===== config.mk =====
export PLATFORM = sky130hd
export DESIGN_NAME = rf_wb_arbiter
export DESIGN_NICKNAME = d
export VERILOG_FILES = /design/src/rtl/rf_pkg.sv /design/src/rtl/rf_wb_fifo.sv /design/src/rtl/rf_wb_arbiter.sv
export SDC_FILE = /design/constraint.sdc
export NUM_CORES = 1
export LEC_CHECK = 0
export ABC_AREA = 1
export BUFFER_PORTS_ARGS = -buffer_cell sky130_fd_sc_hd__buf_4
export CORE_MARGIN = 3
export CORE_UTILIZATION = 55
export DETAILED_ROUTE_END_ITERATION = 10
export GPL_ROUTABILITY_DRIVEN = 0
export PLACE_DENSITY_LB_ADDON = 0.1
export SLEW_MARGIN = 20
export SYNTH_ARGS = -nofsm -noshare
export SYNTH_HDL_FRONTEND = slang
export SYNTH_SLANG_ARGS = --single-unit

===== constraint.sdc =====
create_clock -name clk -period 3.4 [get_ports clk]
set_clock_uncertainty 0.15 [all_clocks]
set_input_delay 0 -clock clk [delete_from_list [all_inputs] [get_ports clk]]
set_output_delay 0 -clock clk [all_outputs]
set_load 0.03 [all_outputs]

===== src/rtl/rf_pkg.sv =====
// Shared definitions for the register-file write-back arbiter.
//   REG_ADDR_W     : register address width (32 architectural registers)
//   DEFAULT_DATA_W : default register data width
//   ZERO_REG       : hard-wired zero register, never written
package rf_pkg;

    localparam int unsigned REG_ADDR_W     = 5;
    localparam int unsigned DEFAULT_DATA_W = 32;

    localparam logic [REG_ADDR_W-1:0] ZERO_REG = '0;

endpackage


===== src/rtl/rf_wb_fifo.sv =====
// Small in-order FIFO buffering multicycle-unit write-backs.
// Ports:
//   clk, rst             : clock, asynchronous active-high reset (empties the FIFO)
//   push, push_rd/data   : enqueue one entry (ignored when full)
//   pop                  : dequeue the head entry (ignored when empty)
//   full, empty          : occupancy flags
//   head_rd, head_data   : oldest entry; only meaningful when empty=0
module rf_wb_fifo
    import rf_pkg::*;
#(
    parameter int unsigned DATA_W = DEFAULT_DATA_W,
    parameter int unsigned DEPTH  = 2
) (
    input  logic                  clk,
    input  logic                  rst,
    input  logic                  push,
    input  logic [REG_ADDR_W-1:0] push_rd,
    input  logic [DATA_W-1:0]     push_data,
    input  logic                  pop,
    output logic                  full,
    output logic                  empty,
    output logic [REG_ADDR_W-1:0] head_rd,
    output logic [DATA_W-1:0]     head_data
);

    localparam int unsigned PTR_W = (DEPTH > 1) ? $clog2(DEPTH) : 1;
    localparam int unsigned CNT_W = $clog2(DEPTH + 1);

    logic [REG_ADDR_W-1:0] rd_mem   [DEPTH];
    logic [DATA_W-1:0]     data_mem [DEPTH];

    logic [PTR_W-1:0] wr_ptr_q, wr_ptr_d;
    logic [PTR_W-1:0] rd_ptr_q, rd_ptr_d;
    logic [CNT_W-1:0] count_q, count_d;

    logic do_push, do_pop;

    assign full  = (count_q == CNT_W'(DEPTH));
    assign empty = (count_q == '0);

    assign do_push = push && !full;
    assign do_pop  = pop && !empty;

    assign head_rd   = rd_mem[rd_ptr_q];
    assign head_data = data_mem[rd_ptr_q];

    always_comb begin
        wr_ptr_d = wr_ptr_q;
        rd_ptr_d = rd_ptr_q;
        count_d  = count_q;
        if (do_push) begin
            wr_ptr_d = (wr_ptr_q == PTR_W'(DEPTH - 1)) ? '0 : wr_ptr_q + 1'b1;
        end
        if (do_pop) begin
            rd_ptr_d = (rd_ptr_q == PTR_W'(DEPTH - 1)) ? '0 : rd_ptr_q + 1'b1;
        end
        case ({do_push, do_pop})
            2'b10:   count_d = count_q + 1'b1;
            2'b01:   count_d = count_q - 1'b1;
            default: count_d = count_q;
        endcase
    end

    always_ff @(posedge clk or posedge rst) begin
        if (rst) begin
            wr_ptr_q <= '0;
            rd_ptr_q <= '0;
            count_q  <= '0;
        end else begin
            wr_ptr_q <= wr_ptr_d;
            rd_ptr_q <= rd_ptr_d;
            count_q  <= count_d;
        end
    end

    // Payload storage needs no reset; occupancy is tracked by count_q.
    always_ff @(posedge clk) begin
        if (do_push) begin
            rd_mem[wr_ptr_q]   <= push_rd;
            data_mem[wr_ptr_q] <= push_data;
        end
    end

endmodule


===== src/rtl/rf_wb_arbiter.sv =====
// Register-file write-port arbiter between the pipeline write-back (A) and a
// buffered multicycle unit (B), with a pending-write scoreboard and starvation hint.
// Ports:
//   clk, rst                    : clock, asynchronous active-high reset
//   a_valid/a_rd/a_data         : pipeline write-back, always wins the port
//   b_valid/b_ready/b_rd/b_data : multicycle write-back into the FIFO
//   issue_valid/issue_rd        : multicycle op issue, sets the scoreboard
//   issue_stall                 : issue must be held this cycle
//   rs/rt, rs_busy/rt_busy      : decode lookups of pending multicycle writes
//   rf_we/rf_rd/rf_wdata        : register-file write port
//   wb_hold                     : ask upstream to bubble write-back next cycle
module rf_wb_arbiter
    import rf_pkg::*;
#(
    parameter int unsigned DATA_W     = DEFAULT_DATA_W,
    parameter int unsigned FIFO_DEPTH = 2,
    parameter int unsigned STARVE_MAX = 4
) (
    input  logic                  clk,
    input  logic                  rst,
    input  logic                  a_valid,
    input  logic [REG_ADDR_W-1:0] a_rd,
    input  logic [DATA_W-1:0]     a_data,
    input  logic                  b_valid,
    output logic                  b_ready,
    input  logic [REG_ADDR_W-1:0] b_rd,
    input  logic [DATA_W-1:0]     b_data,
    input  logic                  issue_valid,
    input  logic [REG_ADDR_W-1:0] issue_rd,
    output logic                  issue_stall,
    input  logic [REG_ADDR_W-1:0] rs,
    input  logic [REG_ADDR_W-1:0] rt,
    output logic                  rs_busy,
    output logic                  rt_busy,
    output logic                  rf_we,
    output logic [REG_ADDR_W-1:0] rf_rd,
    output logic [DATA_W-1:0]     rf_wdata,
    output logic                  wb_hold
);

    localparam int unsigned STARVE_W = $clog2(STARVE_MAX + 1);

    logic                  fifo_full, fifo_empty;
    logic                  fifo_push, fifo_pop;
    logic [REG_ADDR_W-1:0] head_rd;
    logic [DATA_W-1:0]     head_data;

    logic live_a;
    logic b_commit;
    logic sb_set;

    logic [31:0]         pending_q, pending_d;
    logic [STARVE_W-1:0] starve_q, starve_d;

    rf_wb_fifo #(
        .DATA_W (DATA_W),
        .DEPTH  (FIFO_DEPTH)
    ) u_fifo (
        .clk       (clk),
        .rst       (rst),
        .push      (fifo_push),
        .push_rd   (b_rd),
        .push_data (b_data),
        .pop       (fifo_pop),
        .full      (fifo_full),
        .empty     (fifo_empty),
        .head_rd   (head_rd),
        .head_data (head_data)
    );

    assign live_a    = a_valid && (a_rd != ZERO_REG);
    assign b_ready   = !rst && !fifo_full;
    assign fifo_push = b_valid && b_ready;
    // The head leaves whenever A does not claim the port; rd=0 heads drain silently.
    assign fifo_pop  = !rst && !live_a && !fifo_empty;
    assign b_commit  = fifo_pop && (head_rd != ZERO_REG);

    // A register being committed this cycle frees its slot for a new issue.
    assign issue_stall = !rst && (fifo_full ||
                         (issue_valid && (issue_rd != ZERO_REG) && pending_q[issue_rd] &&
                          !(b_commit && (head_rd == issue_rd))));
    assign sb_set      = issue_valid && (issue_rd != ZERO_REG) && !issue_stall;

    assign rs_busy = !rst && pending_q[rs];
    assign rt_busy = !rst && pending_q[rt];
    assign wb_hold = !rst && (starve_q == STARVE_W'(STARVE_MAX));

    always_comb begin
        rf_we    = 1'b0;
        rf_rd    = '0;
        rf_wdata = '0;
        if (live_a) begin
            rf_we    = !rst;
            rf_rd    = rst ? ZERO_REG : a_rd;
            rf_wdata = rst ? '0 : a_data;
        end else if (b_commit) begin
            rf_we    = 1'b1;
            rf_rd    = head_rd;
            rf_wdata = head_data;
        end
    end

    always_comb begin
        pending_d = pending_q;
        if (b_commit) begin
            pending_d[head_rd] = 1'b0;
        end
        // Set after clear so a same-register set wins.
        if (sb_set) begin
            pending_d[issue_rd] = 1'b1;
        end
        pending_d[0] = 1'b0;
    end

    always_comb begin
        starve_d = starve_q;
        if (fifo_pop || fifo_empty) begin
            starve_d = '0;
        end else if (starve_q != STARVE_W'(STARVE_MAX)) begin
            starve_d = starve_q + 1'b1;
        end
    end

    always_ff @(posedge clk or posedge rst) begin
        if (rst) begin
            pending_q <= '0;
            starve_q  <= '0;
        end else begin
            pending_q <= pending_d;
            starve_q  <= starve_d;
        end
    end

endmodule


Word level (Yosys, flattened, before mapping)
Memory sizes are Yosys's and may differ from the RTL's.
Cells that the tools add are included.
- bits in registers: 38
- latch bits: 0
- RAM bits: 74
- memory bits (read-only): 0
- output and inout port bits: 43
- logic and storage cells: 87
- memories: 2
- memories (name ; depth ; width ; rd ports ; clocked after memory_dff ; write ports ; line ; RTL):
    u_fifo.data_mem ; 2 ; 32 ; 1 ; 0 ; 1 ; rf_wb_fifo.sv:30 ; logic [DATA_W-1:0] data_mem [DEPTH];
    u_fifo.rd_mem ; 2 ; 5 ; 1 ; 0 ; 1 ; rf_wb_fifo.sv:29 ; logic [REG_ADDR_W-1:0] rd_mem [DEPTH];
- add/subtract/negate cells: 5
- multiply operators: 0
- divide/modulo/power cells: 0
- order comparisons: 6
- equal/unequal tests: 6
- shifts and indexed selects: 0
- multiplexer cells: 27
- bitwise operators: 3
- reductions and logical operators: 33
- operators with widths (kind ; number):
    32-bit 2-to-1 mux ; 5
    32-bit AND ; 1
    32-bit inverter ; 1
    32-bit OR ; 1
    5-bit by 6-bit less-than comparator with 1-bit output, second input constant ; 4
    1-bit logical AND ; 19
    1-bit binary-select mux with 5-bit select ; 3
    5-bit 2-to-1 mux ; 3
    5-bit nonzero test ; 3
    1-bit 2-to-1 mux ; 11
    1-bit demux with 5-bit select ; 2
    5-bit by 1-bit >= comparator with 1-bit output, second input constant ; 2
    1-bit logical NOT ; 6
    3-bit 2-to-1 mux ; 2
    5-bit == test ; 1
    2-bit == test, second input constant ; 2
    2-bit case mux with 2 select lines ; 1
    2-bit nonzero test ; 2
    3-bit by 1-bit adder with 3-bit output, second input constant ; 1
    3-bit == test, second input constant ; 1
    3-bit != test, second input constant ; 1
    1-bit adder, second input constant ; 2
    2-bit by 1-bit adder with 2-bit output, second input constant ; 1
    2-bit by 1-bit == test with 1-bit output, second input constant ; 1
    3 further kinds ; 4

Depth between registers and ports, before layout
Gate-level depths: netlist (run 1).
- depth in word-level cells: 14
- gate-level depth with buffers: 17

Cells and area by module
From an unflattened synthesis (run 1), not the netlist that was laid out.
- cell total of the unflattened synthesis: 812
- area, all modules: 6540.0 sq um
- by module, submodules not included (module ; times used ; cells each ; area an instance (sq um) ; sequential area each (sq um)):
    rf_wb_arbiter ; 1 ; 586 ; 3554.7 ; 850.8
    rf_wb_fifo ; 1 ; 226 ; 2985.4 ; 2322.2

Least setup slack after synthesis (run 1)
Ideal clock, no wire load.
- path kind: register -> register
- start point: register u_fifo.count_q[0]
- end point: memory u_fifo.data_mem[0][0] (netlist bit) (enable)
- setup time: 0.431 ns
- arrival time: 2.818 ns
- slack: 0.001 ns
- cell stages (with the launch flop): 5
- clock period less this slack: 3.399 ns
- path through: dfrtp_1 -> inv_1 -> a21oi_1 -> nand2_1 -> nor2_1
- cells in the longest elaborated chain, start to end: 7
- RTL lines (what ; line ; RTL):
    start: declaration ; rf_wb_fifo.sv:34 ; logic [CNT_W-1:0] count_q, count_d;
    start signal: assignment ; rf_wb_fifo.sv:72 ; count_q <= count_d;
    2-bit == test ; rf_wb_fifo.sv:38 ; assign full = (count_q == CNT_W'(DEPTH));
    1-bit logical NOT ; rf_wb_arbiter.sv:72 ; assign b_ready = !rst && !fifo_full;
    1-bit logical AND ; rf_wb_arbiter.sv:72 ;
    via b_ready ; rf_wb_arbiter.sv:25 ; output logic b_ready,
    1-bit logical AND ; rf_wb_arbiter.sv:73 ; assign fifo_push = b_valid && b_ready;
    1-bit logical AND ; rf_wb_fifo.sv:41 ; assign do_push = push && !full;
    1-bit 2-to-1 mux ; rf_wb_fifo.sv:78 ; if (do_push) begin
    1-bit 2-to-1 mux (implied by the code) ; rf_wb_fifo.sv:80 ; data_mem[wr_ptr_q] <= push_data;
    end: declaration ; rf_wb_fifo.sv:30 ;
The timed path passes the listed nets, and every way through them passes these cells.

Worst setup path in the final report (run 1)
- start point: register u_fifo.rd_ptr_q
- end point: output rf_wdata[26]
- cells in the longest elaborated chain, start to end: 5
- RTL lines (what ; line ; RTL):
    start: declaration ; rf_wb_fifo.sv:33 ; logic [PTR_W-1:0] rd_ptr_q, rd_ptr_d;
    start signal: assignment ; rf_wb_fifo.sv:71 ; rd_ptr_q <= rd_ptr_d;
    memory 2 x 5 bit ; -- ;
    5-bit nonzero test ; rf_wb_arbiter.sv:76 ; assign b_commit = fifo_pop && (head_rd != ZERO_REG);
    1-bit logical AND ; rf_wb_arbiter.sv:76 ;
    32-bit 2-to-1 mux (*) ; rf_wb_arbiter.sv:96 ; end else if (b_commit) begin
    32-bit 2-to-1 mux (*) ; rf_wb_arbiter.sv:92 ; if (live_a) begin
    end: declaration ; rf_wb_arbiter.sv:37 ; output logic [DATA_W-1:0] rf_wdata,
Every way passes the cells marked *; elsewhere a longest branch is shown, timed or not.

==> results of run 1 <==
-- worst register-to-register path, stage by stage, from the launching register on --
cell and delay, ps:
dfrtp_1 780, inv_2 310, nand2_1 180, nand2_2 120
nand2_1 80, nand2_1 40, inv_1 50, nand2_1 50
nor2_1 90, nand2_1 60, nand3_2 70, nand2_2 60
nand2_4 340, nand3_1 140, nand2_1 90
-- cells in the mapped netlist --
| cell type | number |
|---|---|
| edfxtp_1 | 74 |
| inv_4 | 1 |
| inv_1 | 51 |
| o221ai_1 | 6 |
| o32ai_1 | 32 |
| o21ai_2 | 2 |
| ha_1 | 3 |
| nand2_4 | 1 |
| nor2_2 | 1 |
| nand3_1 | 42 |
| buf_8 | 1 |
| o21ai_0 | 67 |
| dfrtp_1 | 38 |
| nand4_1 | 1 |
| nand3_2 | 20 |
| inv_2 | 4 |
| clkbuf_1 | 17 |
| nor2_1 | 140 |
| buf_6 | 4 |
| a21oi_1 | 10 |
| o22ai_1 | 9 |
| nand2_2 | 7 |
| xnor2_1 | 2 |
| buf_4 | 3 |
| buf_2 | 7 |
| o21ai_1 | 1 |
| xor2_1 | 4 |
| nor3_1 | 8 |
| o211ai_1 | 4 |
| nand2_1 | 189 |
-- routing by layer --
metal,GRT usage,vias to the layer above,wire (um),part of all wire
li1,-,2872,-,-
met1,0.367,2825,7060,0.39
met2,0.482,348,8830,0.49
met3,0.0620,42,1520,0.084
met4,0.0970,0,549,0.031
met5,0,-,0,0
-- cell type report --
| type | count | area share |
|---|---|---|
| Clock buffer | 11 | 0.0303 |
| Clock inverter | 5 | 0.00577 |
| Inverter | 56 | 0.0265 |
| Multi-Input combinational cell | 549 | 0.335 |
| Sequential cell | 112 | 0.396 |
| Tap cell | 140 | 0.0218 |
| Timing Repair Buffer | 184 | 0.185 |
-- cell usage in the layout (no fill, tap or decap), drive strengths merged --
cell type,instances
nand4,1
edfxtp,74
o211ai,4
xor2,4
dlygate4sd3,41
o221ai,6
o22ai,9
ha,3
nand2,197
a21oi,10
nor3,8
dfrtp,38
clkbuf,11
o21ai,70
nor2,141
clkinv,1
o32ai,32
buf,143
xnor2,2
inv,60
nand3,62
-- worst max path at each step --
stage	from	end	slack (ps)	cells after the start
floorplan	u_fifo.count_q[0]	u_fifo.data_mem[0][0]	0.5	4
global placement	u_fifo.rd_ptr_q	rf_wdata[26]	820	9
detailed placement	u_fifo.rd_ptr_q	rf_wdata[26]	770	9
CTS	u_fifo.rd_ptr_q	rf_wdata[26]	350	9
global route	u_fifo.rd_ptr_q	issue_stall	100	14
finish	u_fifo.rd_ptr_q	rf_wdata[26]	350	9
-- state kept, by name (all words and copies together), names as in the netlist --
signal and count:
u_fifo.rd_ptr_q 1, u_fifo.count_q 2, pending_q 31, starve_q 3
u_fifo.data_mem 64, u_fifo.wr_ptr_q 1, u_fifo.rd_mem 10
-- power groups by stage --
stage / sequential [mW] / clock, mW / combinational (mW)
final: 2.15 / 1.03 / 1.99
after global routing: 2.17 / 1.10 / 2.19
after CTS: 2.13 / 1.05 / 1.97
after detailed placement: 2.15 / 0 / 1.92
after global placement: 2.14 / 0 / 1.88
after floorplan: 2.01 / 0 / 1.41
-- per-stage QoR --
stage | util | setup WS [ps] | area, um^2
floorplan | - | 0.509 | 6240
global placement | 0.666 | 815 | 7320
detailed placement | 0.666 | 765 | 7320
CTS | 0.730 | 353 | 8020
global route | 0.730 | 102 | 8020
finish | 0.730 | 353 | 8020
-- kinds of logic after synthesis --
group                    synth area share
AND/OR/NAND/NOR                     0.281
adder cells (fa/ha/maj)           0.00602
buffers and inverters              0.0632
AO/OA/AOI/OAI                       0.133
XOR/XNOR                          0.00843
flip-flops                          0.509
==> key figures, run 1 <==
Critical path
  – CP cell instances: inv_2 -> nand2_1 -> nand2_2 -> nand2_1 -> nor2_1 -> nor2_2 -> inv_2 -> o32ai_1 -> buf_4
  – Critical path class: flip-flop to primary output
  – CP Capture Type: primary output
  – Worst Path Buf+Inv: 3
  – Arrival time worst endpoint: 2900 ps
  – R2R Path Start: u_fifo.rd_ptr_q
  – Crit-path leading delay family: buffers and inverters
  – CP Launch Type: flip-flop
  – Critical path fanouts, max: 34
  – Reg-to-Reg End: pending_q[13]
  – R2r worst-path depth: 14
  – CP max stage delay: roughly 780 ps
  – Critical Path RT: between 3000 and 4000 ps
  – Slowest CP cell: dfrtp_1
  – Reg-to-reg slack, setup: between 700 and 800 ps

Placed design
  – Post-DP HPWL: ~12 mm
  – Port buffer count: around 140
  – Placed insts: 1,000

STA
  – Slew @ Worst Pin: between 800 and 900 ps
  – Number of hold violations in the final report: 0
  – Final Hold Slack: approximately 26 ps
  – Setup violators final: 0
  – Setup TNS: 0 ps
  – Period minus WS final: slightly above 3000 ps
  – RSZ-0062 raised after global routing: no
  – Period Utilization, post-route: 0.896
  – Worst relative slew slack: 0.402
  – Max Freq: around 330 MHz
  – Pins over their slew limit: 0

Run status
  – Status: completed

Clock network
  – Cts repair resizes: 0
  – Clock slew at reported path FFs: 70 ps
  – CTS sink count: about 110
  – Worst-skew pair later-pin latency: roughly 350 ps
  – CTS tree: done
  – Clk root buf: clkbuf_16
  – Total CTS buffers: 9
  – Setup Fix Bufs, Post-CTS: 0
  – Hold-fix buffers, CTS: around 40
  – Number of H-tree levels: 3
  – CTS Buffer Depth: 2

Logic synthesis
  – Area contributors post-synth: edfxtp_1, dfrtp_1, nand2_1, nor2_1, o21ai_0
  – Mapped Cells: 749
  – Cell Area, Synth: 0.00624 mm^2
  – Syn_area_per_cell: between 8 and 9 um^2
  – Synthesized Nets: about 850
  – Synth top area share: 0.356
  – Post-synth cell types: 30
  – Sequential-to-total area share from yosys stat: 0.509
  – #FFs+latches synth: 112
  – Biggest area consumer among synthesized cells: edfxtp_1
  – Ys Warns: 0

Layout
  – Layout area overhead: 28.6%
  – Fillers: between 800 and 900
  – Layout cell share with drive strength beyond 1: 0.215
  – Nets: 1,009
  – Multi-input gate area: roughly 0.0027 mm^2
  – Final non-filler cell total: between 1,000 and 1,500
  – Diodes inserted: 0
  – Register area: 0.00317 mm^2

Power and ir drop
  – Pwr Density: 644 mW/mm^2
  – Clock power frac: 0.199
  – Sw power: about 2.1 mW
  – Seq pwr share: 0.416
  – Comb power frac: 0.385
  – Peak supply drop: approximately 0.42 mV
  – Sw Share: 0.413
  – P_leak: around 3.5 nW
  – Power Internal: 3.03 mW
  – Design Power: approximately 5.2 mW

Die
  – Core region area: around 0.011 mm^2
  – Die Span Y: around 110 um
  – Row count: 38
  – I/O pins: around 140
  – Starting density of the core: 0.568
  – Die extent in x: about 110 um
  – Die area: about 0.013 mm^2

Worst hold path
  – HP Start: issue_rd[3]
  – Hold depth: 6
  – Hold endpoint: pending_q[7]
  – Worst min-delay path class: primary input to flip-flop

Global routing
  – Global-route wire length before repair: 29.1 mm
  – Overflow after GRT: 0
  – Largest net degree at the start of global routing: 77
  – Vias in the first global route: roughly 5,900
  – Initial antenna violation count: 0
  – All-layer global routing usage: 0.286

Route
  – Remaining DRCs: 0
  – Detailed-route via count: 6,087
  – Via density: ~5.8
  – DR WL/cell: 17.0 um
  – DR iter-0 viols: between 500 and 600
  – WL final: between 15 and 20 mm
  – 1st-pass router iterations: 6
  – Post-DRT Antenna Nets: 0

Flow run
  – Max Cap Viol: 0
No activity file was read; power rests on OpenSTA's default activity.
==> inputs of run 2 (changes only) <==
--- a/config.mk
+++ b/config.mk
@@ -6,10 +6,10 @@
 export NUM_CORES = 1
 export LEC_CHECK = 0
 export ABC_AREA = 1
-export BUFFER_PORTS_ARGS = -buffer_cell sky130_fd_sc_hd__buf_4
 export CORE_MARGIN = 3
-export CORE_UTILIZATION = 55
+export CORE_UTILIZATION = 60
 export DETAILED_ROUTE_END_ITERATION = 10
+export DONT_BUFFER_PORTS = 1
 export GPL_ROUTABILITY_DRIVEN = 0
 export PLACE_DENSITY_LB_ADDON = 0.1
 export SLEW_MARGIN = 20
==> run 2 against run 1 <==
Final cell count is 9.2% lower. Highest routed layer unchanged. Core utilization is 0.35 points higher. Wire length is 1.8% lower. Sequential share of layout area is 3.9 points higher. Largest power group unchanged. Flip-flop and latch count stayed put. First-iteration DRC count is 21% lower. Cell area is 8.9% lower. Global-route usage is 2.4 points higher. Setup slack better by 53 ps. Power is 4.0% lower. Critical path depth stayed put. Sequential power hardly changed.
==> key figures, run 2 (synthesis results as in run 1) <==
Clock network
  – Hold-fix buffers, CTS: 50
  – Clk root buf: clkbuf_8
  – CTS Buffer Depth: 2
  – CTS sink count: about 110
  – Clock slew at reported path FFs: 110 ps
  – CTS tree: done
  – Number of H-tree levels: 3
  – Cts repair resizes: 0
  – Total CTS buffers: 9
  – Setup Fix Bufs, Post-CTS: 0
  – Worst-skew pair later-pin latency: roughly 390 ps

Critical path
  – CP max stage delay: between 800 and 900 ps
  – R2r worst-path depth: 14
  – Most used cell along the critical path: inv_2
  – Crit path from: u_fifo.rd_ptr_q
  – Worst Path Buf+Inv: 3
  – Arrival time worst endpoint: 2840 ps
  – CP Launch Type: flip-flop
  – R2R Path Start: u_fifo.rd_ptr_q
  – Crit-path leading delay family: flip-flops
  – CP cell instances: inv_2 -> nand2_1 -> nand2_2 -> nand3_1 -> nor2_1 -> nor2_2 -> inv_2 -> o32ai_1 -> buf_4
  – Stages on worst setup path: 9
  – Reg-to-reg slack, setup: ~800 ps
  – Critical path class: flip-flop to primary output
  – Reg-to-Reg End: pending_q[17]
  – Slowest CP cell: dfrtp_1
  – Critical Path RT: 3250 ps
  – CP Capture Type: primary output
  – Crit path to: rf_wdata[14]
  – Critical path fanouts, max: 34

Global routing
  – Global-route wire length before repair: roughly 28 mm
  – Largest net degree at the start of global routing: slightly above 50
  – Vias in the first global route: approximately 5,700
  – Overflow after GRT: 0
  – Initial antenna violation count: 0
  – All-layer global routing usage: 0.310

STA
  – Setup TNS: 0 ps
  – Pins over their slew limit: 0
  – Worst relative slew slack: 0.514
  – RSZ-0062 raised after global routing: no
  – Final Hold Slack: about 9.6 ps
  – Period minus WS final: 2990 ps
  – Setup violators final: 0
  – Max Freq: ~330 MHz
  – Slew @ Worst Pin: slightly above 700 ps
  – Period Utilization, post-route: 0.881
  – Setup ws final: around 410 ps
  – Number of hold violations in the final report: 0

Layout
  – Largest regs: u_fifo.data_mem: 64 flops, pending_q: 31 flops, u_fifo.rd_mem: 10 flops
  – Fillers: 755
  – Diodes inserted: 0
  – Layout area overhead: 17.1%
  – Nets: about 900
  – Final instance area: approximately 0.0073 mm^2
  – Layout cell share with drive strength beyond 1: 0.120
  – Top reg by flops: u_fifo.data_mem
  – Commonest non-fill, non-tap cells in the layout: nand2_1, nor2_1, edfxtp_1, o21ai_0
  – Commonest non-fill, non-tap cell in the layout: nand2_1
  – Final non-filler cell total: 960
  – Max reg flops: 64

Die
  – Starting density of the core: 0.627
  – Row count: 36
  – I/O pins: about 140
  – Core region area: about 0.01 mm^2
  – Die Span Y: approximately 110 um
  – Die extent in x: between 100 and 150 um
  – Die area: between 0.01 and 0.015 mm^2

Route
  – Detailed-route via count: roughly 5,800
  – Post-DRT Antenna Nets: 0
  – DR iter-0 viols: approximately 470
  – Remaining DRCs: 0
  – Via density: 6.02
  – WL final: between 15 and 20 mm
  – 1st-pass router iterations: 6
  – DR WL/cell: 18.4 um

Worst hold path
  – Worst min-delay path class: primary input to asynchronous set/reset pin

Power and ir drop
  – Pwr Density: between 600 and 700 mW/mm^2
  – Peak supply drop: approximately 0.52 mV
  – P_leak: approximately 3 nW

Placed design
  – Port buffer count: 0
  – Cell Area, Placed: ~0.0066 mm^2
  – Placed insts: between 800 and 900
  – DP Worst Slack: 835 ps
  – Post-DP HPWL: ~12 mm

Flow run
  – Max Cap Viol: 0

Run status
  – Status: completed
## run 2: layout make-up
class / count / area, um^2 / area share
Multi-Input combinational cell: 549 / 2690 / 0.368
Inverter: 56 / 213 / 0.0291
Tap cell: 133 / 166 / 0.0228
Timing Repair Buffer: 94 / 831 / 0.114
Clock buffer: 9 / 124 / 0.0170
Sequential cell: 112 / 3170 / 0.434
Clock inverter: 7 / 111 / 0.0152
## run 2: per-layer routing
layer / share of wire / wire, um / vias to the layer above / GRT usage
met5: 0 / 0 / - / 0
met1: 0.39 / 6880 / 2710 / 0.390
met4: 0.029 / 509 / 0 / 0.113
li1: - / - / 2699 / -
met3: 0.093 / 1640 / 48 / 0.0764
met2: 0.49 / 8610 / 324 / 0.522
## run 2: per-stage QoR
stage,util,power (mW)
after floorplan,-,3.42
after global placement,0.660,3.89
after detailed placement,0.660,3.96
after CTS,0.734,4.92
after global routing,0.734,5.24
final,0.734,4.95
## run 2: where the power goes
| group | leakage, nW | internal, mW | switching [mW] |
|---|---|---|---|
| Sequential | 1.14 | 1.80 | 0.354 |
| Combinational | 1.79 | 0.617 | 1.25 |
| Clock | 0.118 | 0.431 | 0.497 |
| Total | 3.05 | 2.85 | 2.10 |
## run 2: how the worst min path moves through the flow
stage	startpoint	endpoint	slack (ps)	depth (start not counted)
floorplan	b_data[0]	u_fifo.data_mem[0][0]	-50	0
global placement	rst	u_fifo.wr_ptr_q	-170	2
detailed placement	rst	u_fifo.count_q[1]	-170	2
CTS	rst	u_fifo.count_q[1]	5	3
global route	rst	b_ready	50	2
finish	rst	u_fifo.count_q[1]	10	3
## run 2: tightest hold or removal path: cells and delay by family
kind	cells	cell delay (ps)
buf+inv	3	950
